## src/rtl/mem_arb_pkg.sv

```systemverilog
// Shared types for the instruction-fetch / data memory port arbiter.
//   arb_state_t : arbiter FSM state (IDLE, GNT_IF, GNT_D)
//   OWN_IF/OWN_D: encoding of which requester wins an arbitration round
package mem_arb_pkg;

  typedef enum logic [1:0] {
    IDLE   = 2'd0,
    GNT_IF = 2'd1,
    GNT_D  = 2'd2
  } arb_state_t;

  localparam logic OWN_IF = 1'b0;
  localparam logic OWN_D  = 1'b1;

endpackage

```

## src/rtl/mem_port_arbiter.sv

```systemverilog
// Shares one single-port, variable-latency memory between the core's
// instruction-fetch port and its data (load/store) port.
//
// Ports:
//   clk, rst                 clock (rising edge), asynchronous active-low reset
//   if_req/if_addr           fetch read request, held until if_ack or if_err
//   if_ack/if_err/if_rdata   fetch completion pulse, timeout pulse, read data
//   d_req/d_we/d_addr/d_wdata  data request (read or write), held until done
//   d_ack/d_err/d_rdata      data completion pulse, timeout pulse, read data
//   mem_req/mem_we/mem_addr/mem_wdata  registered memory request
//   mem_ack/mem_rdata        memory completion pulse and read data
//
// Data normally wins; after MAX_DATA_STREAK consecutive data grants taken
// while a fetch was waiting, the fetch is served. A grant that sees no
// mem_ack for TIMEOUT cycles is aborted with an err pulse to its owner.
module mem_port_arbiter
  import mem_arb_pkg::*;
#(
  parameter int ADDR_W          = 32,
  parameter int DATA_W          = 32,
  parameter int MAX_DATA_STREAK = 4,
  parameter int TIMEOUT         = 64
) (
  input  logic              clk,
  input  logic              rst,
  input  logic              if_req,
  input  logic [ADDR_W-1:0] if_addr,
  output logic              if_ack,
  output logic              if_err,
  output logic [DATA_W-1:0] if_rdata,
  input  logic              d_req,
  input  logic              d_we,
  input  logic [ADDR_W-1:0] d_addr,
  input  logic [DATA_W-1:0] d_wdata,
  output logic              d_ack,
  output logic              d_err,
  output logic [DATA_W-1:0] d_rdata,
  output logic              mem_req,
  output logic              mem_we,
  output logic [ADDR_W-1:0] mem_addr,
  output logic [DATA_W-1:0] mem_wdata,
  input  logic              mem_ack,
  input  logic [DATA_W-1:0] mem_rdata
);

  localparam int TCNT_W = $clog2(TIMEOUT);
  localparam int STRK_W = $clog2(MAX_DATA_STREAK + 1);
  localparam logic [TCNT_W-1:0] TCNT_LAST = TCNT_W'(TIMEOUT - 1);
  localparam logic [STRK_W-1:0] STRK_MAX  = STRK_W'(MAX_DATA_STREAK);

  arb_state_t          r_state;
  logic [STRK_W-1:0]   r_streak;
  logic [TCNT_W-1:0]   r_tcnt;
  logic                r_mem_req;
  logic                r_mem_we;
  logic [ADDR_W-1:0]   r_mem_addr;
  logic [DATA_W-1:0]   r_mem_wdata;

  logic w_any_req;
  logic w_winner;
  logic w_last_cycle;
  logic w_done;

  assign w_any_req    = if_req | d_req;
  // Data wins unless a fetch is waiting and data has used up its streak.
  assign w_winner     = (d_req && (!if_req || (r_streak < STRK_MAX))) ? OWN_D : OWN_IF;
  assign w_last_cycle = (r_tcnt == TCNT_LAST);
  assign w_done       = mem_ack | w_last_cycle;

  always_ff @(posedge clk or negedge rst) begin
    if (!rst) begin
      r_state     <= IDLE;
      r_streak    <= '0;
      r_tcnt      <= '0;
      r_mem_req   <= 1'b0;
      r_mem_we    <= 1'b0;
      r_mem_addr  <= '0;
      r_mem_wdata <= '0;
    end else begin
      case (r_state)
        IDLE: begin
          if (w_any_req) begin
            r_tcnt    <= '0;
            r_mem_req <= 1'b1;
            if (w_winner == OWN_D) begin
              r_state     <= GNT_D;
              r_mem_we    <= d_we;
              r_mem_addr  <= d_addr;
              r_mem_wdata <= d_wdata;
              // Only grants that overtook a waiting fetch count toward the streak.
              if (if_req) begin
                if (r_streak != STRK_MAX) r_streak <= r_streak + 1'b1;
              end else begin
                r_streak <= '0;
              end
            end else begin
              r_state     <= GNT_IF;
              r_mem_we    <= 1'b0;
              r_mem_addr  <= if_addr;
              r_mem_wdata <= '0;
              r_streak    <= '0;
            end
          end else begin
            r_streak <= '0;
          end
        end
        GNT_IF, GNT_D: begin
          // Address/data stay frozen; only completion or timeout releases the port.
          if (w_done) begin
            r_state   <= IDLE;
            r_mem_req <= 1'b0;
          end else begin
            r_tcnt <= r_tcnt + 1'b1;
          end
        end
        default: r_state <= IDLE;
      endcase
    end
  end

  assign mem_req   = r_mem_req;
  assign mem_we    = r_mem_we;
  assign mem_addr  = r_mem_addr;
  assign mem_wdata = r_mem_wdata;

  // Completion pulses go only to a requester still asserting its request;
  // mem_ack takes priority over a coinciding timeout.
  assign if_ack   = (r_state == GNT_IF) && mem_ack && if_req;
  assign if_err   = (r_state == GNT_IF) && !mem_ack && w_last_cycle && if_req;
  assign d_ack    = (r_state == GNT_D) && mem_ack && d_req;
  assign d_err    = (r_state == GNT_D) && !mem_ack && w_last_cycle && d_req;
  assign if_rdata = if_ack ? mem_rdata : '0;
  assign d_rdata  = d_ack ? mem_rdata : '0;

endmodule
```

## config.mk

```make
export PLATFORM = sky130hd
export DESIGN_NAME = mem_port_arbiter
export DESIGN_NICKNAME = d
export VERILOG_FILES = /design/src/rtl/mem_arb_pkg.sv /design/src/rtl/mem_port_arbiter.sv
export SDC_FILE = /design/constraint.sdc
export NUM_CORES = 1
export LEC_CHECK = 0
export BUFFER_PORTS_ARGS = -buffer_cell sky130_fd_sc_hd__buf_2
export CORE_AREA = 2 2 104 106
export CTS_BUF_LIST = sky130_fd_sc_hd__clkbuf_8
export CTS_CLUSTER_SIZE = 14
export DETAILED_ROUTE_END_ITERATION = 10
export DIE_AREA = 0 0 106 108
export PLACE_DENSITY_LB_ADDON = 0.08
export SYNTH_ARGS = -nofsm -noshare
export SYNTH_HDL_FRONTEND = slang
export SYNTH_SLANG_ARGS = --single-unit
```

## constraint.sdc

```tcl
create_clock -name clk -period 1.5 [get_ports clk]
set_input_delay 0.15 -clock clk [delete_from_list [all_inputs] [get_ports clk]]
set_output_delay 0.15 -clock clk [all_outputs]
set_load 0.02 [all_outputs]
```

Word level (Yosys, flattened, before mapping)
Index checks and enable logic that the tools add are counted.
{"block": "op_classes", "addsub": 2, "order_cmp": 1, "n_eq_ne": 8, "muxes": 20, "bitwise": 2, "reduce_logical": 22}
{"operator": "$mux 32", "count": 4}
{"operator": "$mux 3", "count": 4}
{"operator": "$mux 6", "count": 2}
{"operator": "$pmux 6 s2", "count": 1}
{"operator": "$logic_and 1x1->1", "count": 11}
{"operator": "$add 6x1->6 const B", "count": 1}
{"operator": "$eq 6x6->1 const B", "count": 1}
{"operator": "$mux 2", "count": 3}
{"operator": "$ne 2x2->1 const B", "count": 3}
{"operator": "$reduce_and 2->1", "count": 3}
{"operator": "$reduce_and 3->1", "count": 2}
{"operator": "$mux 1", "count": 4}
{"operator": "$ne 4x3->1 const B", "count": 1}
{"operator": "$pmux 2 s2", "count": 1}
{"operator": "$add 3x1->3 const B", "count": 1}
{"operator": "$lt 3x3->1 const B", "count": 1}
{"operator": "$ne 3x3->1 const B", "count": 1}
{"operator": "$eq 2x1->1 const B", "count": 1}
{"operator": "$eq 2x2->1 const B", "count": 1}
{"operator": "$logic_not 1->1", "count": 2}
{"operator": "$logic_not 2->1", "count": 1}
{"operator": "$or 1x1->1", "count": 2}
{"operator": "$pmux 1 s2", "count": 1}
{"operator": "$reduce_bool 2->1", "count": 1}
{"operator": "other kinds (2)", "count": 2}
{"block": "totals", "reg_bits": 77, "input_bits": 134, "out_inout_bits": 134, "word_cells": 62}

Longest topological paths before layout
{"block": "logic_depth", "depth_word": 7, "ltp_mapped": 8, "mapped_depth_nobuf": 6}

Least setup slack after synthesis
Ideal clock, no wire load.
{"block": "synth_path", "kind": "reg-to-reg", "start": "register r_state[0]", "end": "register r_tcnt[4]", "setup_time_ns": 0.078, "t_arrival_ns": 1.547, "required_time_ns": 1.422, "path_slack_ns": -0.124, "stages_incl_launch_ff": 9, "n_path_buf": 2, "period_less_slack_ns": 1.624, "path_cell_list": "dfrtp_1 inv_1 ha_1 buf_2 nand2b_1 a21oi_2 buf_6 a41oi_1 a21oi_1"}
{"block": "synth_via", "elab_chain_cells": 4, "elab_cells_between_ends": 9, "cone_classes": "eq/ne: 4; mux: 1; reduce/logical: 4"}
{"item": "start: declaration", "line_no": "mem_port_arbiter.sv:51", "source": "arb_state_t r_state;"}
{"item": "start signal: assignment", "line_no": "mem_port_arbiter.sv:72", "source": "r_state <= IDLE;"}
{"item": "start signal: assignment", "line_no": "mem_port_arbiter.sv:86", "source": "r_state <= GNT_D;"}
{"item": "start signal: assignment", "line_no": "mem_port_arbiter.sv:97", "source": "r_state <= GNT_IF;"}
{"item": "$eq 2x1->1 or $eq 2x2->1 (tied branches)", "line_no": "mem_port_arbiter.sv:80", "source": "case (r_state)"}
{"item": "$reduce_or 2->1", "line_no": "mem_port_arbiter.sv:80"}
{"item": "$ne 2x2->1 (no line) or $reduce_bool 2->1 (tied branches)"}
{"item": "$reduce_and 3->1 (no line)"}
{"item": "end signal: assignment", "line_no": "mem_port_arbiter.sv:113", "source": "r_tcnt <= r_tcnt + 1'b1;"}
{"item": "end: declaration", "line_no": "mem_port_arbiter.sv:53", "source": "logic [TCNT_W-1:0] r_tcnt;"}
Several ways; a longest one is shown, not always the timed one.
A chain may end at the register's enable or synchronous reset.

Worst setup path in the final report
{"block": "layout_path", "start": "register r_state[1]", "end": "output port if_rdata[29]"}
{"block": "layout_via", "elab_chain_cells": 4}
{"item": "$eq 2x1->1", "line_no": "mem_port_arbiter.sv:128", "source": "assign if_ack = (r_state == GNT_IF) && mem_ack && if_req;"}
{"item": "$logic_and 1x1->1 (2 in a row)", "line_no": "mem_port_arbiter.sv:128"}
{"item": "$mux 32", "line_no": "mem_port_arbiter.sv:132", "source": "assign if_rdata = if_ack ? mem_rdata : '0;"}
{"item": "end: declaration", "line_no": "mem_port_arbiter.sv:30", "source": "output logic [DATA_W-1:0] if_rdata,"}
No other way between the ends.

==> results.md <==
- Fin. max-slew vios: 0
- Ports: 268
- Die width: 106 µm
- Die Ht: 108 µm
- Initial core utilization: 37.2%
- Top post-synthesis cells by area: dfrtp_1, and2_1, mux2i_1
- Maximum number of pins on one net before global-route repair: 43
- Worst Hold Class: in2reg
- CTS sink cnt: just under 80
- Largest area contributor in the netlist: dfrtp_1
- Worst-Skew Late Latency: around 0.34 ns
- DRT iter0 DRCs: just over 200
- CTS tree: done
- DR pass1 iterations: 4
- Grt total ovfl: 0
- Initial antenna violation count: 2
- Final TNS setup: -18.86 ns
- Fin crit share: 120%
- GRT met2 Usage: 39.6%
- Kind of critical path: reg2out
- Met1 Use GR: between 20% and 30%
- Setup WS post-layout: -0.297 ns
- VDD IR max: about 1.0 mV
- Vias in the first global route: 3,861
- Avg WL per Cell: 17.8 µm
- # DRC: 0
- FP Rows: 37
- F_max: ~0.56 GHz
- Ratio of cells with drive above 1 in the final layout: ~64%
- Global-route usage over all layers: between 20% and 30%
- Min cycle time layout: ~1.8 ns
- Hold Vio Cnt, Final: 0
- Area share of the leading cell type in the synthesized netlist: 50.7%
- Worst EP required: roughly 1.4 ns
- Commonest non-fill, non-tap cell in the layout: buf_2
- Worst-Margin Slew: about 0.43 ns
- Synth warn: 0
- Hpwl dp: 8.56 mm
- DR vias: a little over 4k
- First-pass GRT wire length: between 15 and 20 mm
- Worst-path fanout max: 8
- Layout area overhead: 82.7%
- Yosys cell types: 29
- Arrival @ worst endpoint: 1.65 ns
- Cell Area, Synth: 3800 µm²
- Routability cong.: around 0.85
- Max-Cap Viols: 0
- Sequential fraction of the synthesis area: between 50% and 60%
- Avg Inst Size Synth: between 10 and 15 µm²
- Final Skew: 0.0105 ns
- Final setup violation count: 112
- GRT busiest layer: met2
- CP Launch Type: flop
- RSZ-0062 raised after global routing: yes
- Vias per cell: slightly below 5
- Leakage: 3.65 nW
- GR Util met3: under 10%
- Failing checks: negative setup slack
- Clk Tree Root Cell: clkbuf_8
- CP Capture Type: output port
- Clock H-tree levels: 3
- Die area: ~11,000 µm²
- Total Wirelength: between 10 and 15 mm
- Most frequent cells in the layout: buf_2, buf_6, dfrtp_1
- Syn Inst Count: 367
- Nets: 818
- Status: complete, but fails checks
- Core Box Area: ~10,000 µm²
- Worst hold slack: between 0.02 and 0.025 ns
- Final ANT Viol Nets: 0
- Post-synthesis net count: 507
- Clock Tree Buf Depth: 2
- Max_slew headroom: 71.0%
- Flops & latches, synth: 77
- Clock Pin Slew Worst Setup and Hold Paths: 0.08 ns
- IO buf count: between 200 and 300
- Power Density: 1840 nW/µm²
- CTS Buf Count: 9
==> area by class of cell <==
| type | count | area (µm²) |
|---|---|---|
| fillers | 788 | 3280 |
| repair buffers | 319 | 2460 |
| multi-input cells | 262 | 2140 |
| flip-flops and latches | 77 | 1930 |
| well taps | 136 | 170 |
| clock buffers | 10 | 138 |
| clock inverters | 5 | 76.3 |
| inverters | 9 | 33.8 |
| diodes | 2 | 5.00 |
==> final timing paths <==
path / slack [ns] / end / cells past startpoint / from
max: -0.30 / if_rdata[29] / 6 / r_state[1]
min: 0.02 / mem_wdata[14] / 2 / d_wdata[14]
max reg2reg: -0.21 / r_tcnt[0] / 8 / r_state[1]
min reg2reg: 0.48 / mem_addr[23] / 2 / mem_addr[23]
max in group asynchronous: 0.73 / mem_wdata[2] / 3 / rst
min in group asynchronous: 0.23 / mem_wdata[12] / 2 / rst
==> Yosys cell counts <==
master    number
buf_6          5
and3_1         5
a21oi_1        6
nand4_1        2
a31oi_1        1
a22o_1        35
mux2i_1       33
nor2_1         1
nor3_1         2
inv_1          9
a21oi_2        1
and2_1        65
nand2b_1       3
buf_4          1
nand2_1       40
ha_1           6
a41oi_1        2
nor3b_1        1
a31o_2         1
a41o_1         2
buf_2          7
clkbuf_1      16
nand3_1        4
a22oi_1        1
o21ai_2        1
o22ai_1        3
dfrtp_1       77
o21ai_1       13
o21ai_0       24
==> repair_timing <==
| action | 4_1_cts | 5_1_grt |
|---|---|---|
| hold buffers | 1 | 0 |
| setup buffers | 5 | 6 |
| pin swaps | 37 | 49 |
| cloned | 8 | 17 |
| gates resized for setup | 172 | 94 |
| endpoints found under the setup margin | 75 | 140 |
| endpoints found under the hold margin | 58 | 0 |
==> logic make-up after synthesis <==
logic type                 count (synthesis)  synth area share [%]
DFF                                       77                  50.7
adders and majority gates                  6                  1.97
muxes                                     33                  8.68
and+or+nand+nor                          123                  17.4
buffers and inverters                     38                  5.07
AOI/OAI and AO/OA                         90                  16.3
==> stage by stage <==
| stage | instances | util (%) | power (W) | cell area (µm²) | setup WS (ns) |
|---|---|---|---|---|---|
| after detailed placement | 768 | 53.6 | 0.00890 | 5490 | -0.0994 |
| after global routing | 820 | 67.9 | 0.0136 | 6950 | -0.349 |
| after global placement | 768 | 53.6 | 0.00883 | 5490 | -0.0496 |
| after CTS | 795 | 61.5 | 0.0112 | 6290 | -0.258 |
| after floorplan | 367 | - | 0.00689 | 3850 | -0.0740 |
| final | 820 | 67.9 | 0.0128 | 6950 | -0.297 |
==> critical path, cell delays in order, from the launching register on <==
cell,delay (ns)
dfrtp_1,0.40
inv_2,0.08
buf_6,0.09
ha_4,0.16
and3_4,0.27
and2_1,0.18
buf_6,0.12
==> metal layers <==
layer | vias to the layer above | part of all wire [%] | wire [µm]
met5 | - | 0 | 0
met4 | 0 | 2.9 | 425
met3 | 30 | 6.7 | 983
met2 | 194 | 50 | 7370
met1 | 1899 | 40 | 5860
li1 | 1923 | - | -
==> flip-flops by register name, summed over array words and instances, names as in the netlist <==
name / flops
r_streak: 3
mem_req: 1
r_state: 2
r_tcnt: 6
mem_wdata: 32
mem_we: 1
mem_addr: 32
==> report_power, final <==
part,internal (W),total [W],switching (W)
Clock,0.000966,0.00171,0.000744
Sequential,0.00302,0.00357,0.000547
Combinational,0.00361,0.00752,0.00390
Power figures use the tool's default switching activity.
